[src/rtl/mul_div_seq.sv]
// rtl/mul_div_seq.sv - Multi-cycle HI/LO multiply (and divide when MULDIV_DIV_EN is defined) unit
// Radix-2 shift-add multiply / restoring divide over one shared 33-bit add per step.
module mul_div_seq #(
    parameter int WIDTH = 32
) (
    input  logic             clk,
    input  logic             rst_n,
    input  logic             start,
    input  logic [1:0]       op,
    input  logic [WIDTH-1:0] a,
    input  logic [WIDTH-1:0] b,
    input  logic             hi_we,
    input  logic             lo_we,
    input  logic [WIDTH-1:0] wdata,
    output logic             busy,
    output logic             done,
    output logic [WIDTH-1:0] hi,
    output logic [WIDTH-1:0] lo
);

    typedef enum logic [1:0] {S_IDLE, S_RUN, S_FIN} state_t;

    state_t             state, state_nx;
    logic [5:0]         count;
    logic [WIDTH-1:0]   m_reg;      // multiplicand, or divisor
    logic [WIDTH-1:0]   acc;        // product high half, or partial remainder
    logic [WIDTH-1:0]   lq;         // multiplier shifting out, or quotient shifting in
    logic               neg_r;

    logic               sa, sb, op_legal;
    logic [WIDTH-1:0]   mag_a, mag_b;
    logic [WIDTH-1:0]   add_x, add_y;
    logic               add_cin;
    logic [WIDTH:0]     add_sum;
    logic [WIDTH-1:0]   acc_step, lq_step;
    logic [2*WIDTH-1:0] prod, prod_fin;
    logic [WIDTH-1:0]   hi_fin, lo_fin;

`ifdef MULDIV_DIV_EN
    logic               is_div_r, sa_r, dzero_r;
    logic [WIDTH-1:0]   a_raw;
    logic [WIDTH:0]     rem_sh;
    logic               no_borrow;
    assign op_legal = 1'b1;
`else
    assign op_legal = ~op[1];
`endif

    assign sa    = op[0] & a[WIDTH-1];
    assign sb    = op[0] & b[WIDTH-1];
    assign mag_a = sa ? (~a + 1'b1) : a;
    assign mag_b = sb ? (~b + 1'b1) : b;

    assign add_sum = {1'b0, add_x} + {1'b0, add_y} + {{WIDTH{1'b0}}, add_cin};

    always_comb begin
        state_nx = state;
        case (state)
            S_IDLE:  if (start && op_legal) state_nx = S_RUN;
            S_RUN:   if (count == 6'd31) state_nx = S_FIN;
            S_FIN:   state_nx = S_IDLE;
            default: state_nx = S_IDLE;
        endcase
    end

    always_comb begin
        add_x    = acc;
        add_y    = lq[0] ? m_reg : '0;
        add_cin  = 1'b0;
        acc_step = add_sum[WIDTH:1];
        lq_step  = {add_sum[0], lq[WIDTH-1:1]};
        prod     = {acc, lq};
        prod_fin = neg_r ? (~prod + 1'b1) : prod;
        hi_fin   = prod_fin[2*WIDTH-1:WIDTH];
        lo_fin   = prod_fin[WIDTH-1:0];
`ifdef MULDIV_DIV_EN
        rem_sh    = {acc, lq[WIDTH-1]};
        no_borrow = 1'b0;
        if (is_div_r) begin
            add_x   = rem_sh[WIDTH-1:0];
            add_y   = ~m_reg;
            add_cin = 1'b1;
            // a set top bit of the shifted remainder means it already exceeds the divisor
            no_borrow = add_sum[WIDTH] | rem_sh[WIDTH];
            acc_step  = no_borrow ? add_sum[WIDTH-1:0] : rem_sh[WIDTH-1:0];
            lq_step   = {lq[WIDTH-2:0], no_borrow};
            if (dzero_r) begin
                lo_fin = '1;
                hi_fin = a_raw;
            end else begin
                lo_fin = neg_r ? (~lq + 1'b1) : lq;
                hi_fin = sa_r ? (~acc + 1'b1) : acc;
            end
        end
`endif
    end

    always_ff @(posedge clk or negedge rst_n) begin
        if (!rst_n) begin
            state <= S_IDLE;
            count <= '0;
            m_reg <= '0;
            acc   <= '0;
            lq    <= '0;
            neg_r <= 1'b0;
            busy  <= 1'b0;
            done  <= 1'b0;
            hi    <= '0;
            lo    <= '0;
`ifdef MULDIV_DIV_EN
            is_div_r <= 1'b0;
            sa_r     <= 1'b0;
            dzero_r  <= 1'b0;
            a_raw    <= '0;
`endif
        end else begin
            state <= state_nx;
            done  <= 1'b0;
            case (state)
                S_IDLE: begin
                    if (hi_we) hi <= wdata;
                    if (lo_we) lo <= wdata;
                    if (start && op_legal) begin
                        busy  <= 1'b1;
                        count <= '0;
                        acc   <= '0;
                        neg_r <= sa ^ sb;
                        m_reg <= mag_a;
                        lq    <= mag_b;
`ifdef MULDIV_DIV_EN
                        is_div_r <= op[1];
                        sa_r     <= sa;
                        dzero_r  <= (b == '0);
                        a_raw    <= a;
                        if (op[1]) begin
                            m_reg <= mag_b;
                            lq    <= mag_a;
                        end
`endif
                    end
                end
                S_RUN: begin
                    acc   <= acc_step;
                    lq    <= lq_step;
                    count <= count + 6'd1;
                end
                S_FIN: begin
                    hi   <= hi_fin;
                    lo   <= lo_fin;
                    busy <= 1'b0;
                    done <= 1'b1;
                end
                default: ;
            endcase
        end
    end

endmodule
[config.mk]
export PLATFORM = sky130hd
export DESIGN_NAME = mul_div_seq
export DESIGN_NICKNAME = d
export VERILOG_FILES = /design/src/rtl/mul_div_seq.sv
export SDC_FILE = /design/constraint.sdc
export NUM_CORES = 1
export LEC_CHECK = 0
export CORE_ASPECT_RATIO = 0.6
export CORE_MARGIN = 8
export CORE_UTILIZATION = 55
export DETAILED_ROUTE_END_ITERATION = 10
export GPL_TIMING_DRIVEN = 0
export PLACE_DENSITY = 0.84
export SLEW_MARGIN = 20
export SYNTH_ARGS = -nofsm -noshare
export SYNTH_HDL_FRONTEND = slang
export SYNTH_SLANG_ARGS = --single-unit
export TNS_END_PERCENT = 10
[constraint.sdc]
create_clock -name clk -period 10 [get_ports clk]
set_clock_uncertainty 0.05 [all_clocks]
set_input_delay 2 -clock clk [delete_from_list [all_inputs] [get_ports clk]]
set_output_delay 2 -clock clk [all_outputs]
set_load 0.1 [all_outputs]
; ---- After elaboration in Yosys (flattened, before gate mapping)
; Cells that the tools add are included.
[word_totals]
register_bits = 171
latchBits = 0
ramBits = 0
romBits = 0
inputBits = 103
out_inout_bits = 66
elab_cells = 59
mem_count = 0
[classes]
addsub = 5
n_mul = 0
n_div = 0
n_lt_le_gt_ge = 0
eq_ne = 7
n_shift = 0
muxes = 20
n_bitwise = 7
reduce_logical = 10
[op_table]
columns = operator, n
row1 = case mux 32 bit (2 select lines), 4
row2 = 2-to-1 mux 32 bit, 7
row3 = "adder 32 x 1 -> 32 bit, second input constant", 2
row4 = "adder 64 x 1 -> 64 bit, second input constant", 1
row5 = 2-to-1 mux 64 bit, 1
row6 = inverter 32 bit, 2
row7 = inverter 64 bit, 1
row8 = adder 32 x 32 -> 33 bit, 1
row9 = case mux 6 bit (2 select lines), 1
row10 = AND reduction 2 bit, 6
row11 = "inequality test 2 bit, second input constant", 4
row12 = "adder 6 x 1 -> 6 bit, second input constant", 1
row13 = "equality test 6 x 5 -> 1 bit, second input constant", 1
row14 = 2-to-1 mux 6 bit, 1
row15 = 2-to-1 mux 2 bit, 2
row16 = case mux 2 bit (2 select lines), 1
row17 = nonzero test 2 bit, 2
row18 = bitwise AND 1 bit, 2
row19 = "equality test 2 x 1 -> 1 bit, second input constant", 1
row20 = "equality test 2 bit, second input constant", 1
row21 = logical NOT 2 bit, 1
row22 = 2-to-1 mux 1 bit, 2
row23 = case mux 1 bit (2 select lines), 1
row24 = logical AND 1 bit, 1
row25 = 2 further kinds, 2

; ---- Depth between registers and ports, before layout
[depth]
depth_word = 5
depth_mapped = 14
depth_no_buf = 13

; ---- Least setup slack after synthesis
; No wires, ideal clock.
[synth_path]
kind = input port to flip-flop
start = in a[4]
end = reg m_reg[23]
setup_ps = 133
arrival_ps = 4247
t_required_ps = 9817
slack_ps = 5570
cell_stages = 8
path_buffers = 0
path_cell_list = or4_1 -> nor4_1 -> nand3b_1 -> nor4_1 -> nand3b_1 -> o41ai_1 -> xor2_1 -> o21ai_0
[synth_via]
elab_chain_len = 3
[synth_lines]
columns = element, line_no
row1 = start: declaration, 10  ; input logic [WIDTH-1:0] a,
row2 = inverter 32 bit, 51  ; assign mag_a = sa ? (~a + 1'b1) : a;
row3 = adder 32 x 1 -> 32 bit, 51
row4 = 2-to-1 mux 32 bit, 51
row5 = end signal: assignment, 128  ; m_reg <= mag_a;
row6 = end: declaration, 25  ; logic [WIDTH-1:0] m_reg;
; Every way passes these cells.
; A chain may end at the register's enable or synchronous reset.

; ---- Worst setup path in the final report
[layout_path]
start = in a[2]
end = reg m_reg[23]
; Same word-level chain as after synthesis.

==> flow_summary_export.csv <==
group,metric,value,unit
setup_path,worstReg2RegEnd,"acc[31]",
finish,nFillCells,1590,
finish,seqCellArea,0.00428,mm^2
pwr,ir_worst_vdd,0.241,mV
timing,fin_crit_sh,51.1,%
finish,final_nets,1650,
drt,via_per_inst,6.32,
clock_network,cts_max_level,4,
logic_synthesis,ys_types,67,
finish,area_delta_synth_final,24.0,%
setup_path,cp_max_fo,6,
clock_network,cts_resized,0,
logic_synthesis,ys.flop_type,"dfrtp_1",
grt,grt_pass1_wl,61300,um
finish,finish.utilization,69.6,%
logic_synthesis,synth_nets,1462,
setup_path,r2r-start,"lq[0]",
setup_path,path_class,"primary input to register",
timing,hold_viol_final,0,
grt,grt_pass1_vias,10600,
pwr,clockPowerShare,17.5,%
clock_network,cts_setup_buffers,0,
timing,timing.fmax,196,MHz
logic_synthesis,ys_seq_area_share,38.0,%
grt,grt_usage,30.5,%
setup_path,crit_path_start_kind,"primary input",
logic_synthesis,synth_edf_count,0,
setup_path,regToRegSetupSlack,5670,ps
timing,setup_viol,0,
clock_network,cts_made_buffers,17,
floorplanning,start_util,56.2,%
timing,slew_violations,0,
clock_network,cts-root-buf,"clkbuf_16",
clock_network,tritoncts,"built",
finish,multi_input_comb_area,0.00663,mm^2
min_path,hold_path_class,"register to register",
grt,antenna_found_initial,1,
drt,drtPass1Iterations,7,
clock_network,cts.sinks,171,
floorplanning,dieArea,0.0255,mm^2
outcome,outcome,"completed",
grt,gr-total-overflow,0,
setup_path,cp_slowest_cell,"nor4_1",
pwr,sw_frac_of_total,50.4,%
clock_network,cts_buffer_depth,2,
floorplanning,fp.dieH,127,um
clock_network,insertion_delay,440,ps
timing,tightest_slew,1020,ps
setup_path,path_buf_inv,1,
timing,fin_crit,5110,ps
drt,drc,0,
setup_path,crit_family,"simple AND/OR/NAND/NOR gates",
pwr,powerDensity,300,mW/mm^2
logic_synthesis,yosysWarnings,0,
logic_synthesis,async_flop_share,100,%
drt,ant_nets,0,
floorplanning,die_w,201,um
floorplanning,fp-row-count,40,
floorplanning,io_pins,169,
finish,layout-drive-gt1-share,3.75,%
timing,rsz0062_at_grt,"no",
floorplanning,core,0.0201,mm^2
job,max_cap_violations,0,
pwr,p_switching,2.11,mW
setup_path,slowest_delay,690,ps
setup_path,crit_required,10270,ps
min_path,whs_endpoint,"m_reg[27]",
pwr,leakagePower,5.66,nW
drt,wire_per_inst,22.1,um
pwr,p_int,2.08,mW
min_path,hold_depth,2,
drt,drt_first_iter_violations,1285,
placed_design,gp_congestion,0.978,
drt,routed_wl,39600,um
placed_design,port_buffers,168,
pwr,power.share.combinational,51.4,%
finish,final_cells,1795,
drt,vias,11300,
min_path,hp-start,"m_reg[27]",
logic_synthesis,ys_seq_elements,171,
timing,slew_headroom,31.6,%
clock_network,cts.clk_slew.worst_paths,70,ps
logic_synthesis,syn_inst,1322,
setup_path,cp-end-kind,"register",
placed_design,dp.cells,1764,
setup_path,crit_arrival,5380,ps
placed_design,dpl.hpwl,31200,um
setup_path,worstPathCellList,"clkdlybuf4s50_1 > or4_1 > nor4_1 > nand3b_1 > nor4_1 > nand3b_1 > o41ai_1 > xor2_1 > o21ai_0",
pwr,pwr-share-seq,31.1,%
logic_synthesis,syn_avg_cell_area,8.53,um^2
setup_path,r2r_cells,14,
logic_synthesis,syn_area,0.0113,mm^2
clock_network,postCtsHoldBufs,0,
grt,grt_start_max_net_pins,87,
## placed cells by master (no fill, tap or decap), drive strengths merged, types with 33 or more instances in the layout
master	Yosys	final
o21ai	180	180
dfrtp	171	171
clkdlybuf4s50	0	167
nand2	132	132
a21oi	99	99
clkbuf	62	81
xor2	76	76
nor2	74	74
xnor2	56	56
nand3	49	49
a22oi	37	37
ha	36	36
and2	34	34
o31ai	33	33
## per-layer routing
layer	vias up	GRT usage, %	wire, um
met5	-	0	0
met4	0	8.19	604
met3	50	13.4	5660
met2	685	40.2	15400
met1	5431	44.0	18000
li1	5179	-	-
## tightest hold or removal path, stage by stage (launching register included)
cell	delay [ps]
dfrtp_1	340
nand2_1	50
o21ai_0	60
## through the flow
stage | area, um^2 | setup TNS (ps) | setup slack [ps] | hold slack (ps) | power, mW
2_1_floorplan | 11300 | 0 | 5570 | 388 | 2.71
3_3_place_gp | 13300 | -1340 | -18.9 | 405 | 3.35
3_5_place_dp | 13300 | 0 | 4530 | 413 | 3.40
4_1_cts | 14000 | 0 | 4950 | 428 | 4.13
5_1_grt | 14000 | 0 | 4530 | 448 | 4.38
6_report | 14000 | 0 | 4890 | 427 | 4.19
## cell usage after synthesis (4+ instances only)
cell type    n  area [um^2]
nand2b_1    22          138
or3_1       10         62.6
a21o_1      15          113
o31ai_1     33          248
nand4_1      4         25.0
nor2b_1      9         56.3
nand2_1    132          495
nor2_1      74          278
a31oi_1      7         43.8
ha_1        36          450
or2_2        8         50.1
xor2_1      76          666
inv_1       27          101
buf_1        8         30.0
or4_1       12         90.1
and3_1       5         31.3
o21bai_1     4         30.0
o22ai_1      8         50.1
a22o_1       5         43.8
xnor2_1     56          490
nand3b_1     5         37.5
a22oi_1     37          278
dfrtp_1    171         4280
a211oi_1     7         52.6
and2_1      34          213
clkbuf_1    62          233
nor3_1      26          130
nand3_1     49          245
a222oi_1     9         90.1
o41ai_1     12          105
mux2i_1     10          100
a21oi_1     99          495
nor4_1       9         56.3
o21a_1       7         52.6
nor3b_1      6         45.0
o21ai_0    179          896
## final cells by class
| cell class | instances | share of cell area (%) |
|---|---|---|
| sequential | 171 | 30.6 |
| buffer | 70 | 1.88 |
| tap | 273 | 2.44 |
| timing repair buffer | 169 | 12.3 |
| clock buffer | 19 | 3.17 |
| clock inverter | 11 | 1.40 |
| multi-input combinational | 1053 | 47.5 |
| antenna | 1 | 0.0179 |
| inverter | 28 | 0.752 |
## how the worst max path moves through the flow
stage               startpoint         to  slack (ps)  depth (start not counted)
floorplan                 a[4]  m_reg[23]        5570                          8
global placement         rst_n     lq[12]         -20                          1
detailed placement        a[2]  m_reg[23]        4530                          9
CTS                       a[2]  m_reg[29]        4950                          9
global route              a[2]  m_reg[29]        4530                          9
finish                    a[2]  m_reg[23]        4890                          9
## kinds of logic after synthesis
family	share of synthesized area (%)
muxes	1.09
and+or+nand+nor	19.2
buffers and inverters	3.26
DFF	38.0
xor gates and xnor gates	10.3
adders and majority gates	4.17
AOI/OAI and AO/OA	24.0
## power by group through the flow
stage / clock network, mW / logic [mW] / registers [mW]
final: 0.732 / 2.15 / 1.30
after global placement: 0 / 2.07 / 1.28
after CTS: 0.729 / 2.12 / 1.28
after floorplan: 0 / 0.927 / 1.78
after global routing: 0.757 / 2.30 / 1.33
after detailed placement: 0 / 2.11 / 1.29
No activity file was read; power rests on OpenSTA's default activity.
